<file path="src/rtl/rv_decode_stage.sv">
// RV32I/RV32E instruction-decode stage: one-entry registered output between
// IFU and EXU, illegal-encoding detection and a halt FSM for EBREAK/illegal.
module rv_decode_stage #(
    parameter int XLEN   = 32,
    parameter int NREG   = 32,
    parameter int REG_AW = 5
) (
    input  logic              clk,
    input  logic              rst_n,
    input  logic              flush,
    input  logic              in_valid,
    output logic              in_ready,
    input  logic [31:0]       in_inst,
    input  logic [XLEN-1:0]   in_pc,
    output logic              out_valid,
    input  logic              out_ready,
    output logic [XLEN-1:0]   out_pc,
    output logic [31:0]       out_inst,
    output logic [REG_AW-1:0] out_rs1,
    output logic [REG_AW-1:0] out_rs2,
    output logic [REG_AW-1:0] out_rd,
    output logic [XLEN-1:0]   out_imm,
    output logic [3:0]        out_optype,
    output logic [2:0]        out_funct3,
    output logic              out_funct7b5,
    output logic              out_we,
    output logic              halt,
    output logic [1:0]        halt_cause,
    output logic [XLEN-1:0]   halt_pc
);

    localparam logic [6:0] OPC_OP     = 7'b0110011;
    localparam logic [6:0] OPC_OPIMM  = 7'b0010011;
    localparam logic [6:0] OPC_LOAD   = 7'b0000011;
    localparam logic [6:0] OPC_STORE  = 7'b0100011;
    localparam logic [6:0] OPC_BRANCH = 7'b1100011;
    localparam logic [6:0] OPC_JAL    = 7'b1101111;
    localparam logic [6:0] OPC_JALR   = 7'b1100111;
    localparam logic [6:0] OPC_LUI    = 7'b0110111;
    localparam logic [6:0] OPC_AUIPC  = 7'b0010111;
    localparam logic [6:0] OPC_SYSTEM = 7'b1110011;
    localparam logic [6:0] OPC_FENCE  = 7'b0001111;

    localparam logic [3:0] OT_ALU_R   = 4'd0;
    localparam logic [3:0] OT_ALU_I   = 4'd1;
    localparam logic [3:0] OT_LOAD    = 4'd2;
    localparam logic [3:0] OT_STORE   = 4'd3;
    localparam logic [3:0] OT_BRANCH  = 4'd4;
    localparam logic [3:0] OT_JAL     = 4'd5;
    localparam logic [3:0] OT_JALR    = 4'd6;
    localparam logic [3:0] OT_LUI     = 4'd7;
    localparam logic [3:0] OT_AUIPC   = 4'd8;
    localparam logic [3:0] OT_SYS     = 4'd9;
    localparam logic [3:0] OT_FENCE   = 4'd10;
    localparam logic [3:0] OT_ILLEGAL = 4'd15;

    localparam logic [31:0] INST_ECALL  = 32'h0000_0073;
    localparam logic [31:0] INST_EBREAK = 32'h0010_0073;
    localparam logic [31:0] INST_MRET   = 32'h3020_0073;

    localparam logic [1:0] CAUSE_NONE    = 2'd0;
    localparam logic [1:0] CAUSE_EBREAK  = 2'd1;
    localparam logic [1:0] CAUSE_ILLEGAL = 2'd2;

    typedef enum logic [1:0] {ST_RUN, ST_DRAIN, ST_HALTED} state_t;

    // Sign-extend a 32-bit immediate to the datapath width.
    function automatic logic signed [XLEN-1:0] sext_imm(input logic signed [31:0] v);
        return XLEN'(v);
    endfunction

    // A register index is out of range for this architecture (RV32E uses 16).
    function automatic logic reg_oob(input logic [4:0] r);
        return 32'(r) >= 32'(NREG);
    endfunction

    state_t              state_q;
    logic                out_valid_q;
    logic [XLEN-1:0]     out_pc_q;
    logic [31:0]         out_inst_q;
    logic [REG_AW-1:0]   rs1_q, rs2_q, rd_q;
    logic [XLEN-1:0]     imm_q;
    logic [3:0]          optype_q;
    logic [2:0]          funct3_q;
    logic                funct7b5_q;
    logic                we_q;
    logic [1:0]          pend_cause_q;
    logic [XLEN-1:0]     pend_pc_q;
    logic                halt_q;
    logic [1:0]          halt_cause_q;
    logic [XLEN-1:0]     halt_pc_q;

    logic [6:0]          opcode;
    logic [2:0]          f3;
    logic [6:0]          f7;
    logic [4:0]          rs1_f, rs2_f, rd_f;
    logic                use_rs1, use_rs2, use_rd;
    logic                bad;
    logic [3:0]          optype_raw;
    logic signed [31:0]  imm32;
    logic                illegal_d;
    logic                ebreak_d;
    logic [REG_AW-1:0]   rs1_d, rs2_d, rd_d;
    logic [XLEN-1:0]     imm_d;
    logic [3:0]          optype_d;
    logic                we_d;
    logic                accept;

    assign opcode = in_inst[6:0];
    assign f3     = in_inst[14:12];
    assign f7     = in_inst[31:25];
    assign rs1_f  = in_inst[19:15];
    assign rs2_f  = in_inst[24:20];
    assign rd_f   = in_inst[11:7];

    // Combinational decode of the offered instruction: format, immediate, legality.
    always_comb begin
        use_rs1    = 1'b0;
        use_rs2    = 1'b0;
        use_rd     = 1'b0;
        bad        = 1'b0;
        optype_raw = OT_ILLEGAL;
        imm32      = '0;
        // The full 7-bit opcode match also rejects inst[1:0] != 2'b11 (compressed space).
        case (opcode)
            OPC_OP: begin
                optype_raw = OT_ALU_R;
                use_rs1 = 1'b1; use_rs2 = 1'b1; use_rd = 1'b1;
                if (f7 == 7'h20)      bad = !(f3 == 3'b000 || f3 == 3'b101);
                else if (f7 != 7'h00) bad = 1'b1;
            end
            OPC_OPIMM: begin
                optype_raw = OT_ALU_I;
                use_rs1 = 1'b1; use_rd = 1'b1;
                imm32 = {{20{in_inst[31]}}, in_inst[31:20]};
                if (f3 == 3'b001)      bad = (f7 != 7'h00);
                else if (f3 == 3'b101) bad = !(f7 == 7'h00 || f7 == 7'h20);
            end
            OPC_LOAD: begin
                optype_raw = OT_LOAD;
                use_rs1 = 1'b1; use_rd = 1'b1;
                imm32 = {{20{in_inst[31]}}, in_inst[31:20]};
                bad = (f3 == 3'b011) || (f3 == 3'b110) || (f3 == 3'b111);
            end
            OPC_STORE: begin
                optype_raw = OT_STORE;
                use_rs1 = 1'b1; use_rs2 = 1'b1;
                imm32 = {{20{in_inst[31]}}, in_inst[31:25], in_inst[11:7]};
                bad = (f3 >= 3'b011);
            end
            OPC_BRANCH: begin
                optype_raw = OT_BRANCH;
                use_rs1 = 1'b1; use_rs2 = 1'b1;
                imm32 = {{19{in_inst[31]}}, in_inst[31], in_inst[7], in_inst[30:25],
                         in_inst[11:8], 1'b0};
                bad = (f3 == 3'b010) || (f3 == 3'b011);
            end
            OPC_JAL: begin
                optype_raw = OT_JAL;
                use_rd = 1'b1;
                imm32 = {{11{in_inst[31]}}, in_inst[31], in_inst[19:12], in_inst[20],
                         in_inst[30:21], 1'b0};
            end
            OPC_JALR: begin
                optype_raw = OT_JALR;
                use_rs1 = 1'b1; use_rd = 1'b1;
                imm32 = {{20{in_inst[31]}}, in_inst[31:20]};
                bad = (f3 != 3'b000);
            end
            OPC_LUI: begin
                optype_raw = OT_LUI;
                use_rd = 1'b1;
                imm32 = {in_inst[31:12], 12'b0};
            end
            OPC_AUIPC: begin
                optype_raw = OT_AUIPC;
                use_rd = 1'b1;
                imm32 = {in_inst[31:12], 12'b0};
            end
            OPC_SYSTEM: begin
                optype_raw = OT_SYS;
                imm32 = {{20{in_inst[31]}}, in_inst[31:20]};
                if (f3 == 3'b000) begin
                    bad = !(in_inst == INST_ECALL || in_inst == INST_EBREAK ||
                            in_inst == INST_MRET);
                end else if (f3 == 3'b100) begin
                    bad = 1'b1;
                end else begin
                    // CSR ops write rd; the immediate forms carry a zimm, not rs1.
                    use_rd  = 1'b1;
                    use_rs1 = !f3[2];
                end
            end
            OPC_FENCE: begin
                optype_raw = OT_FENCE;
                imm32 = {{20{in_inst[31]}}, in_inst[31:20]};
            end
            default: bad = 1'b1;
        endcase

        illegal_d = bad || (use_rs1 && reg_oob(rs1_f)) || (use_rs2 && reg_oob(rs2_f)) ||
                    (use_rd && reg_oob(rd_f));
        ebreak_d  = (in_inst == INST_EBREAK);
        optype_d  = illegal_d ? OT_ILLEGAL : optype_raw;
        rs1_d     = REG_AW'(use_rs1 ? rs1_f : 5'd0);
        rs2_d     = REG_AW'(use_rs2 ? rs2_f : 5'd0);
        rd_d      = REG_AW'(use_rd ? rd_f : 5'd0);
        imm_d     = sext_imm(imm32);
        // use_rd is set exactly for the optypes that write back.
        we_d      = !illegal_d && use_rd && (rd_f != 5'd0);
    end

    assign in_ready = (state_q == ST_RUN) && !flush && (!out_valid_q || out_ready);
    assign accept   = in_valid && in_ready;

    // Output entry register: load on accept, drop on consume or flush, hold otherwise.
    always_ff @(posedge clk or negedge rst_n) begin
        if (!rst_n) begin
            out_valid_q <= 1'b0;
            out_pc_q    <= '0;
            out_inst_q  <= '0;
            rs1_q       <= '0;
            rs2_q       <= '0;
            rd_q        <= '0;
            imm_q       <= '0;
            optype_q    <= '0;
            funct3_q    <= '0;
            funct7b5_q  <= 1'b0;
            we_q        <= 1'b0;
        end else if (flush) begin
            out_valid_q <= 1'b0;
        end else if (accept) begin
            out_valid_q <= 1'b1;
            out_pc_q    <= in_pc;
            out_inst_q  <= in_inst;
            rs1_q       <= rs1_d;
            rs2_q       <= rs2_d;
            rd_q        <= rd_d;
            imm_q       <= imm_d;
            optype_q    <= optype_d;
            funct3_q    <= f3;
            funct7b5_q  <= in_inst[30];
            we_q        <= we_d;
        end else if (out_valid_q && out_ready) begin
            out_valid_q <= 1'b0;
        end
    end

    // Halt FSM: a halting entry drains to EXU before halt is raised; flush aborts the drain.
    always_ff @(posedge clk or negedge rst_n) begin
        if (!rst_n) begin
            state_q      <= ST_RUN;
            pend_cause_q <= CAUSE_NONE;
            pend_pc_q    <= '0;
            halt_q       <= 1'b0;
            halt_cause_q <= CAUSE_NONE;
            halt_pc_q    <= '0;
        end else begin
            case (state_q)
                ST_RUN: begin
                    if (accept && (ebreak_d || illegal_d)) begin
                        state_q      <= ST_DRAIN;
                        pend_cause_q <= illegal_d ? CAUSE_ILLEGAL : CAUSE_EBREAK;
                        pend_pc_q    <= in_pc;
                    end
                end
                ST_DRAIN: begin
                    if (flush) begin
                        state_q      <= ST_RUN;
                        pend_cause_q <= CAUSE_NONE;
                        pend_pc_q    <= '0;
                    end else if (out_valid_q && out_ready) begin
                        state_q      <= ST_HALTED;
                        halt_q       <= 1'b1;
                        halt_cause_q <= pend_cause_q;
                        halt_pc_q    <= pend_pc_q;
                    end
                end
                ST_HALTED: begin
                    state_q <= ST_HALTED;
                end
                default: state_q <= ST_RUN;
            endcase
        end
    end

    assign out_valid    = out_valid_q;
    assign out_pc       = out_pc_q;
    assign out_inst     = out_inst_q;
    assign out_rs1      = rs1_q;
    assign out_rs2      = rs2_q;
    assign out_rd       = rd_q;
    assign out_imm      = imm_q;
    assign out_optype   = optype_q;
    assign out_funct3   = funct3_q;
    assign out_funct7b5 = funct7b5_q;
    assign out_we       = we_q;
    assign halt         = halt_q;
    assign halt_cause   = halt_cause_q;
    assign halt_pc      = halt_pc_q;

endmodule

</file>
<file path="config.mk">
export PLATFORM = sky130hd
export DESIGN_NAME = rv_decode_stage
export DESIGN_NICKNAME = d
export VERILOG_FILES = /design/src/rtl/rv_decode_stage.sv
export SDC_FILE = /design/constraint.sdc
export NUM_CORES = 1
export LEC_CHECK = 0
export CORE_MARGIN = 4
export CORE_UTILIZATION = 45
export CTS_CLUSTER_SIZE = 25
export DETAILED_ROUTE_END_ITERATION = 6
export PLACE_DENSITY_LB_ADDON = 0.25
export SLEW_MARGIN = 30
export SYNTH_ARGS = -nofsm -noshare
export SYNTH_HDL_FRONTEND = slang
export SYNTH_SLANG_ARGS = --single-unit
export TNS_END_PERCENT = 10
</file>
<file path="constraint.sdc">
create_clock -name clk -period 2.3 [get_ports clk]
set_input_delay 0.69 -clock clk [delete_from_list [all_inputs] [get_ports clk]]
set_output_delay 0.69 -clock clk [all_outputs]
set_load 0.1 [all_outputs]
</file>
# [After elaboration in Yosys (flattened, before gate mapping)]
# Cells that the tools add are included.
[totals] regBits=192 output_inout_bits=157 word_cells=121 input_bits=69
[op_classes] order_cmp=1 bitwise=1 eq_ne=27 n_reduce_logical=41 muxes=34
[ops] cell="32-bit case mux with 5 select lines" n=1
[ops] cell="32-bit two-way mux" n=2
[ops] cell="32-bit case mux with 2 select lines" n=1
[ops] cell="4-bit case mux with 11 select lines" n=1
[ops] cell="32-bit by 21-bit == test with 1-bit output, second input constant" n=1
[ops] cell="32-bit by 30-bit == test with 1-bit output, second input constant" n=1
[ops] cell="32-bit by 7-bit == test with 1-bit output, second input constant" n=1
[ops] cell="7-bit by 6-bit == test with 1-bit output, second input constant" n=4
[ops] cell="7-bit == test, second input constant" n=4
[ops] cell="5-bit two-way mux" n=3
[ops] cell="7-bit by 5-bit == test with 1-bit output, second input constant" n=2
[ops] cell="1-bit two-way mux" n=14
[ops] cell="3-bit == test, second input constant" n=4
[ops] cell="2-bit two-way mux" n=6
[ops] cell="1-bit logical OR" n=9
[ops] cell="1-bit case mux with 8 select lines" n=1
[ops] cell="7-bit by 2-bit == test with 1-bit output, second input constant" n=1
[ops] cell="7-bit by 4-bit == test with 1-bit output, second input constant" n=1
[ops] cell="1-bit logical AND" n=7
[ops] cell="1-bit zero test" n=7
[ops] cell="7-bit zero test" n=1
[ops] cell="7-bit nonzero test" n=1
[ops] cell="7-bit OR reduction" n=1
[ops] cell="3-bit by 2-bit == test with 1-bit output, second input constant" n=2
[ops] cell="other kinds (24)" n=28

# [Logic depth before layout (Yosys ltp)]
[logic_depth] ltp_word=10 ltp_mapped=9 depth_no_buf=6

# [Least setup slack after synthesis]
# Ideal clock, no wire load.
[synth_path] path_kind="reg-to-reg" from="register out_valid_q (netlist: out_valid)" to="register pend_pc_q[10]" path_buffers=3 stages_incl_launch_ff=8 period_less_slack_ps=2945 setup_ps=67 arrival_time_ps=2877 path_slack_ps=-645 required_time_ps=2233 cell_sequence="dfrtp_1 > nand2b_1 > and3_1 > and2_1 > clkbuf_1 > clkbuf_1 > clkbuf_1 > a32o_1"
[synth_via] elab_chain_cells=7
[synth_rtl] element="from (decl)" line_no="78" source="logic out_valid_q;"
[synth_rtl] element="from (signal assigned)" line_no="219" source="out_valid_q <= 1'b0;"
[synth_rtl] element="from (signal assigned)" line_no="231" source="out_valid_q <= 1'b0;"
[synth_rtl] element="from (signal assigned)" line_no="233" source="out_valid_q <= 1'b1;"
[synth_rtl] element="1-bit zero test" line_no="213" source="assign in_ready = (state_q == ST_RUN) && !flush && (!out_valid_q || out_ready);"
[synth_rtl] element="1-bit logical OR" line_no="213"
[synth_rtl] element="1-bit logical AND" line_no="213"
[synth_rtl] element="net in_ready" line_no="12" source="output logic in_ready,"
[synth_rtl] element="1-bit logical AND" line_no="214" source="assign accept = in_valid && in_ready;"
[synth_rtl] element="1-bit logical AND" line_no="261" source="if (accept && (ebreak_d || illegal_d)) begin"
[synth_rtl] element="2-bit by 1-bit != test with 1-bit output (no line)"
[synth_rtl] element="3-bit AND reduction (no line)"
[synth_rtl] element="to (signal assigned)" line_no="264" source="pend_pc_q <= in_pc;"
[synth_rtl] element="to (decl)" line_no="88" source="logic [XLEN-1:0] pend_pc_q;"
# The timed path passes the listed nets, and every way through them passes these cells.
# A chain may end at the register's enable or synchronous reset.

# [Worst setup path in the final report]
[layout_path] from="input port in_inst[2]" to="register pend_pc_q[4]"
[layout_via] elab_chain_cells=10 word_cells_on_any_way=24 cone_classes="15 x eq/ne; 2 x mux; 7 x reduce/logical"
[layout_rtl] element="from (decl)" line_no="13" source="input logic [31:0] in_inst,"
[layout_rtl] element="32-bit by 7-bit == test with 1-bit output or 32-bit by 21-bit == test with 1-bit output (tied branches)" line_no="184, 203"
[layout_rtl] element="1-bit logical OR (2 in a row)" line_no="184" source="bad = !(in_inst == INST_ECALL || in_inst == INST_EBREAK ||"
[layout_rtl] element="1-bit zero test" line_no="184"
[layout_rtl] element="1-bit two-way mux" line_no="183" source="if (f3 == 3'b000) begin"
[layout_rtl] element="1-bit case mux with 8 select lines" line_no="125" source="case (opcode)"
[layout_rtl] element="1-bit logical OR *" line_no="261"
[layout_rtl] element="1-bit logical AND *" line_no="261"
[layout_rtl] element="2-bit by 1-bit != test with 1-bit output (no line) *"
[layout_rtl] element="3-bit AND reduction (no line) *"
# Mark *: on every way between the ends. The rest lies on a longest branch, timed or not.

==> out/results.ini <==
[status]
status = finished, final reports clean

[global_routing]
gr-total-overflow = 0
grt_pass1_vias = 6996
antenna_found_initial = 2
grt_use_total = 0.2483
grt_pass1_wl_um = 38500
grt_max_degree = 54

[floorplan]
dieArea_um2 = 19440
ioPinCount = 226
fp.dieW_um = 139.4
core_um2 = 16760
start_util = 0.4637
row_count = 47
die_h_um = 139.4

[worst_setup_path]
critical_path.startpoint = in_inst[2]
reg2reg_from = state_q[1]
critical_path_arrival_ns = 2.57
critical_path_class = in2reg
cp.required_ns = 2.61
end_kind = register
startpoint_type = primary input
crit_path_max_fanout = 15
rrSetupSlack_ns = 0.32

[clock_network]
cts_sinks = 188
clock_insertion_delay_worst_skew_ns = 0.43
cts_tree = built
ctsRootBufferMaster = clkbuf_16
cts_buffers = 17
htree_num_levels = 4
ctsHoldBuffers = 0
cts_buffer_depth = 2
worst_setup_hold_path_clk_slew_ns = 0.07

[cells_and_area]
drive_gt1_frac = 0.3701
area_delta_synth_final_pct = 49.22
fillers = 1316
final_cell_area_um2 = 11600
fin_nets = 1126

[synthesis]
synth.top_cell.area_share = 0.6054
synth.most_common_cell = nand2_1
synth_nets = 812
yosys-top-cells-area = dfrtp_1 61%, nand2_1 11%, mux2_2 4.9%, a32o_1 4.5%, a21oi_1 1.9%
yosys_warnings = 0
netlist_instances = 743
synthArstFlopShare = 1.000
syn_avg_cell_area_um2 = 10.46
synth_cell_types = 48
synth.largest_area_cell = dfrtp_1
ys_seq_area_frac = 0.6054
netlist_area_um2 = 7771
synth_flop_cell = dfrtp_1
ys_seq_elements = 188
synth_edf_count = 0
synth_commonest_cells = 231 x nand2_1, 188 x dfrtp_1, 35 x a32o_1

[place]
place_area_um2 = 10740
io_buffers = 225
dp_hpwl_um = 17100
gp_congestion = 0.9229

[pwr]
p_total_mw = 15.11
leakage_nw = 5.813
switchingPower_mw = 7.808
p_sw_frac = 0.5167
power.share.combinational = 0.510
clkPwrFrac = 0.184
peakVddDrop_mv = 0.8520
power_frac_seq = 0.306
internal-power_mw = 7.304
power_per_cell_area_nw_per_um2 = 1303

[timing]
period_needed_ns = 2.260
maxSlewViolCount = 0
fin_worst_skew_ns = 0.005937
fmax_ghz = 0.4425
setup_viol = 0
rsz0062_at_grt = true
period_share = 0.9826
hold_viol_final = 0
setup_tns_ns = 0
slew_headroom = 0.6966
tightestPinTransition_ns = 0.4550

[job]
maxCapViolCount = 0

[routing]
vias = 6895
viasPerCell = 5.337
drt_first_pass_iters = 5
drcViolationCount = 0
initialDrtViolationCount = 410
wl_um = 24200
drtAntennaViolNets = 0
wire_per_inst_um = 18.73

[min_path]
hp-class = in2async

## cells in the final DEF (no fill, tap or decap), types with 4 or more instances in the layout
cell             count
a21oi_1             29
a221oi_1             4
a22o_1              17
a31oi_1              8
a32o_1              34
buf_12              16
buf_4              252
buf_6               11
clkbuf_16           18
clkbuf_2             4
clkbuf_8             4
clkdlybuf4s50_1     37
clkinv_2             4
dfrtp_1            187
dlygate4sd2_1       13
inv_1                5
inv_6                4
mux2_2              34
nand2_1            229
nand2b_1             4
nand3_1              9
nor2_1              26
nor3_1               4
o21ai_0             20
o21ai_1             16
## what timing repair did
action	in CTS	in global routing
setup buffers	5	4
cloned	3	1
pin swaps	12	32
resized for setup	79	38
endpoints found under the setup margin	73	37
## cells by family (layout without fill, tap and decap cells)
kind of cell              after synthesis  count (layout)  synth area share
DFF                                   188             188            0.6054
other                                   0               2                 0
AOI/OAI and AO/OA                     151             151            0.1394
and+or+nand+nor                       308             308            0.1657
xor gates and xnor gates                2               2          0.002254
muxes                                  35              35           0.05056
buffers and inverters                  59             386           0.03671
## critical path, stage by stage
cell	delay, ns
dlygate4sd2_1	0.26
buf_6	0.14
o21ai_0	0.06
o21ai_0	0.14
a21oi_2	0.17
o2111ai_2	0.15
or3_4	0.51
buf_12	0.18
a32o_1	0.26
## cell type report
class                           count  area, um2  share of cell area
Sequential cell                   188       4706              0.4058
Multi-Input combinational cell    496       2984              0.2573
Tap cell                          220      275.3             0.02374
Clock inverter                     11      82.58            0.007121
Inverter                            5      18.77            0.001618
Clock buffer                       21      470.5             0.04057
Timing Repair Buffer              349       3054              0.2634
Antenna cell                        2      5.005           0.0004316
## per-layer routing
layer / vias to the layer above / track usage / share of wire
li1: 3203 / - / -
met1: 3403 / 0.3311 / 0.42
met2: 245 / 0.4056 / 0.49
met3: 44 / 0.05935 / 0.067
met4: 0 / 0.07673 / 0.023
met5: - / 0 / 0
## power groups by stage
stage	Sequential [mW]	Clock, mW	Combinational, mW
after floorplan	9.14	0	1.20
after global placement	4.63	0	7.58
after detailed placement	4.65	0	7.65
after CTS	4.61	2.83	7.73
after global routing	4.71	2.99	7.96
final	4.62	2.78	7.71
## registers in the layout (all words and copies together) (netlist names)
register,cells
halt,1
pend_cause_q,2
out_optype,4
out_imm,32
state_q,2
out_we,1
out_rs2,5
out_valid,1
pend_pc_q,32
halt_cause,2
out_inst,32
out_rs1,5
out_pc,32
halt_pc,32
out_rd,5
## worst paths after layout
kind                                      end  depth (start not counted)
max in group asynchronous           out_valid                          2
worst max-delay path             pend_pc_q[4]                          9
worst min register to register     out_rs2[4]                          2
worst min-delay path                out_pc[0]                          1
worst max register to register  pend_pc_q[23]                          9
min in group clk                   out_rs2[4]                          2
## through the flow
stage | hold WS (ns) | util | std cells | setup WS, ns
after floorplan | 0.3944 | - | 743 | -0.1078
after global placement | 0.4531 | 0.6408 | 1247 | -0.7754
after detailed placement | 0.4569 | 0.6408 | 1247 | -0.8240
after CTS | 0.2275 | 0.6864 | 1287 | -0.06614
after global routing | 0.2442 | 0.6919 | 1292 | -0.02560
final | 0.2125 | 0.6919 | 1292 | 0.04007
No activity file was read; power rests on OpenSTA's default activity.
==> variant: new RTL, same settings <==
Set the parameter `XLEN` to 40 (it was 32).
--- a/src/rtl/rv_decode_stage.sv
+++ b/src/rtl/rv_decode_stage.sv
@@ -2,5 +2,5 @@
 // IFU and EXU, illegal-encoding detection and a halt FSM for EBREAK/illegal.
 module rv_decode_stage #(
-    parameter int XLEN   = 32,
+    parameter int XLEN   = 40,
     parameter int NREG   = 32,
     parameter int REG_AW = 5
Ports: changed (resized halt_pc, in_pc, out_imm and out_pc); port bits go from 226 to 258. No check against the original RTL was run, so the function may have changed too.
==> variant against the original RTL <==
- wire length rose by 5.5%
- area after synthesis rose by 15%
- sequential cell count rose by 24
- die area rose by 14%
- design area rose by 14%
- first-iteration DRC count fell by 18%
- maximum frequency fell by 1.6%
- synthesized cell count rose by 14%
- worst setup slack got worse by 0.038 ns
- hold slack got worse by 0.057 ns
- critical path type is now reg -> out
- highest routed layer is now met5
Power is not shown: default switching activity piles up to over one toggle a cycle in this logic, so the estimate is an artifact.
==> variant: results (changes against the original RTL) <==
<table>
<tr><th>Metric</th><th>Value</th></tr>
<tr><th colspan="2">Global route</th></tr>
<tr><td>Met1 capacity usage during global routing</td><td>30.3% (-2.8 points)</td></tr>
<tr><td>Wire length of the first global-routing pass</td><td>40.2 mm (+4.5%)</td></tr>
<tr><th colspan="2">Routing</th></tr>
<tr><td>DRT iter0 DRCs</td><td>338 (-18%)</td></tr>
<tr><td>WL final</td><td>25.5 mm (+5.5%)</td></tr>
<tr><td>Sum of met2 wire segment lengths after detailed routing</td><td>12.5 mm (+5.2%)</td></tr>
<tr><td>Routed via count</td><td>7371 (+6.9%)</td></tr>
<tr><th colspan="2">Clock network</th></tr>
<tr><td>Total of cells resized after clock tree synthesis</td><td>59 (-25%)</td></tr>
<tr><td>Total clock buffers created by CTS</td><td>23 (+6)</td></tr>
<tr><td>Max Root-Sink Buffers</td><td>3 (+1)</td></tr>
<tr><td># H-tree levels</td><td>1 (-3)</td></tr>
<tr><td>Worst skew pair latency</td><td>0.49 ns (+0.06 ns)</td></tr>
<tr><th colspan="2">Synthesis</th></tr>
<tr><td>Syn avg cell area</td><td>10.5 um2 (+0.47%)</td></tr>
<tr><td>Mux share of post-synthesis cell area</td><td>9.81% (+4.8 points)</td></tr>
<tr><td>Area share of the largest cell type after synthesis</td><td>59.6% (-0.94 points)</td></tr>
<tr><td>Fraction of the mapped netlist area in compound gates</td><td>11.0% (-2.9 points)</td></tr>
<tr><td>Sequential element share of the synthesized area</td><td>59.6% (-0.94 points)</td></tr>
<tr><td>Commonest cells in the synthesized netlist</td><td>212 x dfrtp_1, 204 x nand2_1, 61 x o21ai_0</td></tr>
<tr><td>Synthesized-area fraction occupied by xor and xnor cells</td><td>0.0984% (-0.13 points)</td></tr>
<tr><th colspan="2">Place</th></tr>
<tr><td>Detailed Place HPWL</td><td>18.3 mm (+7.1%)</td></tr>
<tr><td>Routability cong.</td><td>0.917 (-0.67%)</td></tr>
<tr><td>Placed Cells</td><td>1413 (+13%)</td></tr>
<tr><th colspan="2">Outcome</th></tr>
<tr><td>Run status</td><td>complete, no violations</td></tr>
<tr><th colspan="2">Setup path</th></tr>
<tr><td>CP delay by family, top</td><td>flip-flops</td></tr>
<tr><td>Destination of the worst register-to-register timing path</td><td>pend_pc_q[30]$_DFFE_PN0P_</td></tr>
<tr><td>WS Path Type</td><td>reg -&gt; out</td></tr>
<tr><td>Delay of the slowest critical-path stage</td><td>0.49 ns (-0.02 ns)</td></tr>
<tr><td>R2R depth</td><td>8 (-1)</td></tr>
<tr><td>Worst flop-to-flop path startpoint</td><td>out_valid$_DFFE_PN0P_</td></tr>
<tr><th colspan="2">Cells and area</th></tr>
<tr><td>Layout cells sized above 1</td><td>34.8% (-2.3 points)</td></tr>
</table>
==> variant: area by class of cell <==
cell class	count	area, um2
timing repair buffer	373	3350
clock buffer	38	702
multi-input combinational	527	3320
clock inverter	2	10.0
sequential	212	5310
tap	265	332
fill	1519	6260
inverter	45	169
==> variant: through the flow <==
step | hold slack, ns | TNS, ns | area, um2
finish | 0.155 | 0 | 13200
global route | 0.176 | -0.0663 | 13200
CTS | 0.169 | -0.273 | 13100
detailed placement | 0.458 | -67.65 | 12200
global placement | 0.458 | -64.85 | 12200
floorplan | 0.394 | -101.48 | 8970
==> variant: cells by family (layout without fill, tap and decap cells) <==
| kind of cell | Yosys count | after routing |
|---|---|---|
| AND/OR/NAND/NOR | 292 | 292 |
| buffers and inverters | 108 | 458 |
| XOR/XNOR | 1 | 1 |
| multiplexers | 82 | 82 |
| flip-flops | 212 | 212 |
| AO/OA/AOI/OAI | 152 | 152 |
